File: src/rtl/stage_loader.sv
// Stage loader: reads NUM_DATABASE_INDEX words from the feature database,
// packs them into NUM_FIELDS-word records and hands each record downstream.
module stage_loader #(
  parameter int ADDR_WIDTH         = 10,
  parameter int DATA_WIDTH_16      = 16,
  parameter int NUM_DATABASE_INDEX = 10,
  parameter int NUM_FIELDS         = 5,
  parameter int FEAT_WIDTH         = 8
) (
  input  logic                                clk_fpga,
  input  logic                                reset_fpga,
  input  logic                                i_start,
  input  logic [DATA_WIDTH_16-1:0]            i_data,
  input  logic [ADDR_WIDTH-1:0]               i_address,
  input  logic                                i_end_count,
  output logic                                o_ren_database,
  output logic                                o_ren_database_index,
  output logic [NUM_FIELDS*DATA_WIDTH_16-1:0] o_feature,
  output logic                                o_feature_valid,
  input  logic                                i_feature_ready,
  output logic [FEAT_WIDTH-1:0]               o_feature_index,
  output logic                                o_busy,
  output logic                                o_done,
  output logic                                o_error
);

  localparam int WORD_CNT_W  = $clog2(NUM_DATABASE_INDEX + 1);
  localparam int FIELD_CNT_W = (NUM_FIELDS > 1) ? $clog2(NUM_FIELDS) : 1;

  localparam logic [WORD_CNT_W-1:0]  LAST_WORD  = WORD_CNT_W'(NUM_DATABASE_INDEX - 1);
  localparam logic [WORD_CNT_W-1:0]  ALL_WORDS  = WORD_CNT_W'(NUM_DATABASE_INDEX);
  localparam logic [FIELD_CNT_W-1:0] LAST_FIELD = FIELD_CNT_W'(NUM_FIELDS - 1);

  typedef enum logic [2:0] {
    IDLE,
    READ,
    CAPTURE,
    EMIT,
    DONE
  } state_t;

  state_t                  state;
  state_t                  state_nxt;
  logic [WORD_CNT_W-1:0]   word_cnt;
  logic [FIELD_CNT_W-1:0]  field_cnt;
  logic [ADDR_WIDTH-1:0]   word_addr;
  logic                    addr_mismatch;
  logic                    early_end;
  logic                    handshake;
  logic                    start_accept;

  assign word_addr     = ADDR_WIDTH'(word_cnt);
  assign addr_mismatch = (i_address != word_addr);
  assign early_end     = i_end_count && (word_cnt != LAST_WORD);
  assign handshake     = (state == EMIT) && i_feature_ready;
  assign start_accept  = (state == IDLE) && i_start;

  // Strobes are decoded from the registered state, so reset clears them at once.
  assign o_ren_database       = (state == READ);
  assign o_ren_database_index = (state == CAPTURE);
  assign o_feature_valid      = (state == EMIT);
  assign o_busy               = (state != IDLE);
  assign o_done               = (state == DONE);

  // NOTE: sequential state uses non-blocking (<=) so every flop samples pre-edge values.
  always_ff @(posedge clk_fpga or negedge reset_fpga) begin
    if (!reset_fpga) begin
      state <= IDLE;
    end else begin
      state <= state_nxt;
    end
  end

  // NOTE: state_nxt gets a default first so no path through the case infers a latch.
  always_comb begin
    state_nxt = state;
    case (state)
      IDLE:    if (i_start) state_nxt = READ;
      READ:    state_nxt = CAPTURE;
      CAPTURE: state_nxt = (field_cnt == LAST_FIELD) ? EMIT : READ;
      EMIT: begin
        if (i_feature_ready) begin
          state_nxt = (word_cnt == ALL_WORDS) ? DONE : READ;
        end
      end
      DONE:    state_nxt = IDLE;
      default: state_nxt = IDLE;
    endcase
  end

  // NOTE: o_feature is a small flop bank, not a RAM, so it takes the async reset.
  always_ff @(posedge clk_fpga or negedge reset_fpga) begin
    if (!reset_fpga) begin
      word_cnt        <= '0;
      field_cnt       <= '0;
      o_feature       <= '0;
      o_feature_index <= '0;
      o_error         <= 1'b0;
    end else begin
      if (start_accept) begin
        word_cnt        <= '0;
        field_cnt       <= '0;
        o_feature_index <= '0;
        o_error         <= 1'b0;
      end

      if (state == CAPTURE) begin
        for (int k = 0; k < NUM_FIELDS; k++) begin
          if (field_cnt == FIELD_CNT_W'(k)) begin
            o_feature[k*DATA_WIDTH_16 +: DATA_WIDTH_16] <= i_data;
          end
        end
        word_cnt  <= word_cnt + WORD_CNT_W'(1);
        field_cnt <= (field_cnt == LAST_FIELD) ? '0 : field_cnt + FIELD_CNT_W'(1);
        // A skewed or prematurely ending database is flagged but the load carries on.
        if (addr_mismatch || early_end) begin
          o_error <= 1'b1;
        end
      end

      if (handshake) begin
        o_feature_index <= o_feature_index + FEAT_WIDTH'(1);
      end
    end
  end

endmodule
File: config.mk
export PLATFORM = sky130hd
export DESIGN_NAME = stage_loader
export DESIGN_NICKNAME = d
export VERILOG_FILES = /design/src/rtl/stage_loader.sv
export SDC_FILE = /design/constraint.sdc
export NUM_CORES = 1
export LEC_CHECK = 0
export ABC_AREA = 1
export ABC_CLOCK_PERIOD_IN_PS = 2050
export CORE_UTILIZATION = 51
export DETAILED_ROUTE_END_ITERATION = 8
export PLACE_DENSITY = 0.85
export RECOVER_POWER = 25
export SYNTH_ARGS = -nofsm -noshare
export SYNTH_HDL_FRONTEND = slang
export SYNTH_SLANG_ARGS = --single-unit
File: constraint.sdc
create_clock -name clk_fpga -period 2.05 [get_ports clk_fpga]
set_input_delay 0.205 -clock clk_fpga [delete_from_list [all_inputs] [get_ports clk_fpga]]
set_output_delay 0.205 -clock clk_fpga [all_outputs]
set_load 0.1 [all_outputs]
==> impl_metrics.py, run 1 <==
metrics = {
    "logic_synthesis": {
        "synth.distinct_cells": 27,
        "ys_seq_elements": 99,
        "synthArstFlopShare_pct": 100.0,
        "syn_inst": 427,
        "yosysWarnings": 0,
        "yosysMostFrequentCell": "nand2_1",
        "synth.largest_area_cell": "dfrtp_1",
        "syn_avg_cell_area_sq_um": 10.01,
        "syn-num-nets": 467,
        "yosysTopAreaCellShare_pct": 57.96,
        "synth-edff-count": 0,
        "synth_ff_type": "dfrtp_1",
        "ys_seq_area_share_pct": 57.96,
        "synthTopCellsByCount": "nand2_1 (122), dfrtp_1 (99), inv_1 (43), o21ai_2 (34), o21ai_1 (31)",
        "yosys-top-cells-area": "dfrtp_1 (58%), nand2_1 (11%), o21ai_2 (7.0%)",
        "synth_area_sq_um": 4274,
    },
    "finish": {
        "drive_gt1_share_pct": 28.73,
        "syn_to_final_growth_pct": 29.68,
        "antenna_cells": 0,
        "final_nets": 592,
    },
    "critical_path": {
        "cp_top_family": "simple AND/OR/NAND/NOR gates",
        "worstSetupPathType": "reg2reg",
        "cp-end-kind": "register",
        "cp_cell_sequence": "inv_1 -> nand2_4 -> inv_8 -> nand3_4 -> nand2_1 -> o21ai_1",
        "critPathSlowestCell": "dfrtp_1",
        "critPathArrivalTime_ps": 1900,
        "max_stage_delay_ps": 420,
        "cp-start-kind": "register",
        "path_buf_inv": 2,
        "worst_ep_required_time_ps": 2280,
        "cp_max_fo": 33,
    },
    "outcome": {
        "status": "finished, final reports clean",
    },
    "global_route": {
        "use_met2_pct": 38.85,
        "antenna_found_initial": 0,
        "overflow": 0,
        "grt_max_degree": 49,
        "grt.met3_usage_pct": 4.797,
        "grt_pass1_wl_microns": 15550,
        "grt_util_all_layers_pct": 23.23,
        "use_met1_pct": 28.89,
        "grt_pass1_vias": 3230,
        "grt-busiest-layer": "met2",
    },
    "clocking": {
        "root_buffer": "clkbuf_8",
        "cts.repair.resized": 0,
        "clkTransAtPathRegs_ps": 90,
        "clk_latency_ps": 350,
        "cts_tree": "built",
        "htree_levels": 3,
        "cts_num_sinks": 99,
        "clockBufferDepth": 2,
        "cts_setup_buffers": 0,
        "ctsHoldBuffers": 1,
        "cts_buffers": 9,
    },
    "sta": {
        "relSlewSlack_pct": 20.20,
        "clock_skew_ps": 6.565,
        "setup_violations": 0,
        "rsz0062_at_grt": "false",
        "hold_viol_final": 0,
        "drv_slew": 0,
        "tns_ps": 0,
        "clock.fmax_mhz": 596.4,
        "tightest_slew_ps": 1197,
        "min_period_ps": 1677,
        "post-route-period-util_pct": 81.79,
    },
    "floorplanning": {
        "dieArea_sq_um": 8751,
        "die_h_microns": 93.55,
        "initial_core_util_pct": 52.28,
        "ios": 125,
        "die_x_microns": 93.55,
        "core.rowCount": 33,
        "core_area_sq_um": 8175,
    },
    "place": {
        "dp_hpwl_microns": 6873,
        "gp_congestion": 0.8010,
        "portBuffers": 124,
    },
    "drt": {
        "firstDrtPassIters": 4,
        "routedWlPerCell_microns": 14.47,
        "drt_iter0_drc": 143,
        "route.detailed.drc": 0,
        "ant_nets": 0,
        "vias_per_cell": 5.059,
        "vias": 3349,
        "routed_wirelength_microns": 9576,
    },
    "hold_path": {
        "min_path_type": "reg2reg",
    },
    "flow_run": {
        "maxCapViolations": 0,
    },
}
[layout by cell type, fill, tap and decap left out]
cell / Yosys / layout
o21ai_0: 26 / 26
nand2_4: 2 / 2
inv_1: 43 / 43
clkbuf_2: 1 / 3
inv_8: 1 / 2
bufinv_16: 0 / 2
clkdlybuf4s50_1: 0 / 29
o21ai_2: 34 / 34
dfrtp_1: 99 / 99
xor2_1: 1 / 1
or2_2: 2 / 2
buf_12: 0 / 2
clkbuf_8: 0 / 9
nand2_1: 122 / 122
nand3b_1: 1 / 1
o21ai_1: 31 / 31
clkinvlp_4: 0 / 2
nand3_1: 14 / 13
clkbuf_1: 0 / 3
xnor2_1: 1 / 1
inv_2: 1 / 1
nand3_4: 4 / 4
dlygate4sd3_1: 0 / 1
ha_1: 9 / 9
nand3_2: 0 / 1
a21oi_1: 1 / 1
nor3_2: 0 / 2
buf_4: 1 / 93
mux2i_1: 1 / 1
nand4_1: 3 / 3
nor2_1: 9 / 9
nor2_4: 1 / 1
o22ai_1: 4 / 4
[cell families (layout without fill, tap and decap cells)]
group                      after synthesis  in the layout  share of synthesized area, %
and+or+nand+nor                        160            160                         16.72
DFF                                     99             99                         57.96
xor gates and xnor gates                 2              2                        0.4099
muxes                                    1              1                        0.2342
adders and majority gates                9              9                         2.635
buffers and inverters                   60            190                         7.699
AOI/OAI and AO/OA                       96             96                         14.34
[worst reg2reg max path, cell delays in order, from the launching register on]
cell,delay [ps]
dfrtp_1,420
inv_1,220
nand2_4,130
inv_8,130
nand3_4,370
nand2_1,210
o21ai_1,80
[flip-flops by register name, summed over array words and instances, names as in the netlist]
signal	flops
field_cnt	3
word_cnt	4
o_feature	80
state	3
o_error	1
o_feature_index	8
[routing by layer]
metal / wire (microns) / vias up / part of all wire (%)
li1: - / 1634 / -
met3: 439 / 27 / 4.6
met1: 4000 / 1576 / 42
met2: 4808 / 112 / 50
met5: 0 / - / 0
met4: 327 / 0 / 3.4
[stage by stage]
stage	setup slack, ps	cell area, sq um	util [%]	std cells	hold slack [ps]
after floorplan	95.78	4289	-	427	-90.59
after global placement	492.8	5326	65.15	645	246.3
after detailed placement	383.6	5326	65.15	645	258.0
after CTS	368.2	5554	67.94	662	402.4
after global routing	224.0	5543	67.80	662	505.2
final	373.3	5543	67.80	662	493.3
[layout make-up]
type	instances	area [sq um]
fillers	613	2633
flip-flops and latches	99	2477
multi-input cells	268	1483
repair buffers	129	1057
inverters	45	176.4
clock buffers	11	131.4
well taps	105	131.4
clock inverters	5	86.33
[final timing paths]
| path | startpoint | endpoint | slack, ps | depth (start not counted) |
|---|---|---|---|---|
| max in group asynchronous | reset_fpga | o_feature[36] | 450 | 3 |
| min in group asynchronous | reset_fpga | o_feature[57] | 640 | 2 |
| max reg2reg | state[0] | o_feature[76] | 370 | 6 |
| max | state[0] | o_feature[76] | 370 | 6 |
| min reg2reg | o_feature[66] | o_feature[66] | 490 | 2 |
| min | o_feature[66] | o_feature[66] | 490 | 2 |
Power of run 1 is left out: the tool's default activity adds up to more than one toggle a clock period on the data nets, which glitch-free logic cannot reach.
==> run 2: changes to the inputs <==
--- a/config.mk
+++ b/config.mk
@@ -6,10 +6,10 @@
 export NUM_CORES = 1
 export LEC_CHECK = 0
 export ABC_AREA = 1
-export ABC_CLOCK_PERIOD_IN_PS = 2050
-export CORE_UTILIZATION = 51
+export ABC_CLOCK_PERIOD_IN_PS = 1400
+export CORE_UTILIZATION = 43
 export DETAILED_ROUTE_END_ITERATION = 8
-export PLACE_DENSITY = 0.85
+export PLACE_DENSITY = 0.77
 export RECOVER_POWER = 25
 export SYNTH_ARGS = -nofsm -noshare
 export SYNTH_HDL_FRONTEND = slang
==> constraint.sdc (replaced) <==
create_clock -name clk_fpga -period 1.4 [get_ports clk_fpga]
set_input_delay 0.14 -clock clk_fpga [delete_from_list [all_inputs] [get_ports clk_fpga]]
set_output_delay 0.14 -clock clk_fpga [all_outputs]
set_load 0.1 [all_outputs]
==> impl_metrics.py, run 2 (synthesized netlist as in run 1, its figures left out) <==
metrics = {
    "critical_path": {
        "worstSetupPathType": "reg2out",
        "cp-end-kind": "output port",
        "critPathArrivalTime_ps": 1500,
        "worst_ep_required_time_ps": 1260,
        "path_buf_inv": 3,
        "max_stage_delay_ps": 410,
        "cp_max_fo": 4,
        "cp-start-kind": "register",
        "cp_top_family": "buffers and inverters",
        "critPathSlowestCell": "dfrtp_1",
        "cp_cell_sequence": "inv_2 -> buf_4 -> nor3_4 -> buf_12",
    },
    "sta": {
        "rsz0062_at_grt": "true",
        "post-route-period-util_pct": 117.5,
        "hold_viol_final": 0,
        "drv_slew": 0,
        "clock.fmax_mhz": 607.9,
        "setup_violations": 98,
        "min_period_ps": 1645,
        "relSlewSlack_pct": 40.54,
        "clock_skew_ps": 18.57,
        "fin_ws_ps": -245.0,
        "tightest_slew_ps": 891.9,
    },
    "clocking": {
        "clkTransAtPathRegs_ps": 110,
        "root_buffer": "clkbuf_8",
        "clk_latency_ps": 390,
        "htree_levels": 3,
        "cts_num_sinks": 99,
        "cts_tree": "built",
        "cts_buffers": 9,
        "clockBufferDepth": 2,
    },
    "place": {
        "portBuffers": 124,
        "dp_hpwl_microns": 8093,
        "dpl.cell_count": 681,
        "dp_slack_ps": -21.02,
        "gp_congestion": 0.8628,
        "dpl_cell_area_sq_um": 6696,
    },
    "finish": {
        "stdcell_count": 723,
        "mostFrequentLayoutCell": "buf_12",
        "drive_gt1_share_pct": 53.22,
        "syn_to_final_growth_pct": 81.18,
        "regMostFlops": "o_feature",
        "top_regs": "o_feature x80, o_feature_index x8, word_cnt x4",
        "final_nets": 625,
        "largest_register_ffs": 80,
        "mostFrequentLayoutCells": "buf_12 (100), dfrtp_1 (91), o21ai_2 (57), nand2_1 (49), nand2_2 (40)",
        "multi_input_area_sq_um": 2056,
        "design_area_sq_um": 7744,
        "fin_util_pct": 79.96,
        "fill_cells": 490,
        "antenna_cells": 0,
        "register_area_sq_um": 2492,
    },
    "drt": {
        "routed_wirelength_microns": 15180,
        "routedWlPerCell_microns": 20.99,
        "vias_per_cell": 5.369,
        "drt_iter0_drc": 238,
        "vias": 3882,
        "ant_nets": 0,
        "firstDrtPassIters": 6,
        "route.detailed.drc": 0,
    },
    "floorplanning": {
        "die_h_microns": 101.7,
        "die_x_microns": 101.7,
        "ios": 125,
        "core.rowCount": 36,
        "core_area_sq_um": 9684,
        "initial_core_util_pct": 44.13,
        "dieArea_sq_um": 10340,
    },
    "global_route": {
        "antenna_found_initial": 0,
        "grt_pass1_vias": 3668,
        "grt_max_degree": 100,
        "overflow": 0,
        "grt_util_all_layers_pct": 25.51,
        "grt_pass1_wl_microns": 19540,
    },
    "hold_path": {
        "min_path_type": "in2reg",
    },
    "outcome": {
        "status": "finished, violations left",
        "violations": "negative setup slack",
    },
    "flow_run": {
        "maxCapViolations": 0,
    },
}
-- run 2: worst paths after layout --
path,from,slack (ps),end,depth (start not counted)
min in group asynchronous,reset_fpga,460,o_feature[39],3
min reg2reg,o_feature[2],560,o_feature[2],2
max reg2reg,state[2],-210,o_feature[26],9
min,i_feature_ready,440,state[2],3
max,state[0],-240,o_ren_database,4
max in group asynchronous,reset_fpga,210,o_feature_index[0],3
-- run 2: area by class of cell --
type,instances,share of cell area (%)
Timing Repair Buffer,159,34.35
Sequential cell,99,32.19
Multi-Input combinational cell,271,26.55
Inverter,45,2.391
Tap cell,133,2.149
Clock buffer,10,1.648
Clock inverter,6,0.7271
-- run 2: stage by stage --
step                      setup TNS (ps)  hold WS [ps]
after CTS                          -4215         378.7
final                             -11630         436.3
after floorplan                    -9786        -155.6
after detailed placement          -92.33         241.6
after global routing              -14490         435.5
after global placement                 0         235.4
-- run 2: what timing repair did --
item                                    in CTS  in global routing
resized for setup                           72                108
endpoints found under the setup margin      61                102
cloned                                       5                  3
endpoints found under the hold margin       99                  0
setup buffers                               12                  6
pin swaps                                    4                 18
hold buffers                                 1                  0
-- run 2: tightest hold or removal path, stage by stage --
cell and delay, ps:
clkdlybuf4s50_1 470, nand2_4 120, nor2_1 60
-- run 2: layer usage --
metal	vias up	part of all wire, %	GRT usage, %	routed length [microns]
met4	0	4.6	10.93	695
li1	1705	-	-	-
met2	177	54	46.00	8190
met3	57	5.3	4.279	803
met5	-	0	0	0
met1	1943	36	29.91	5488
Power of run 2 is left out for the same reason.
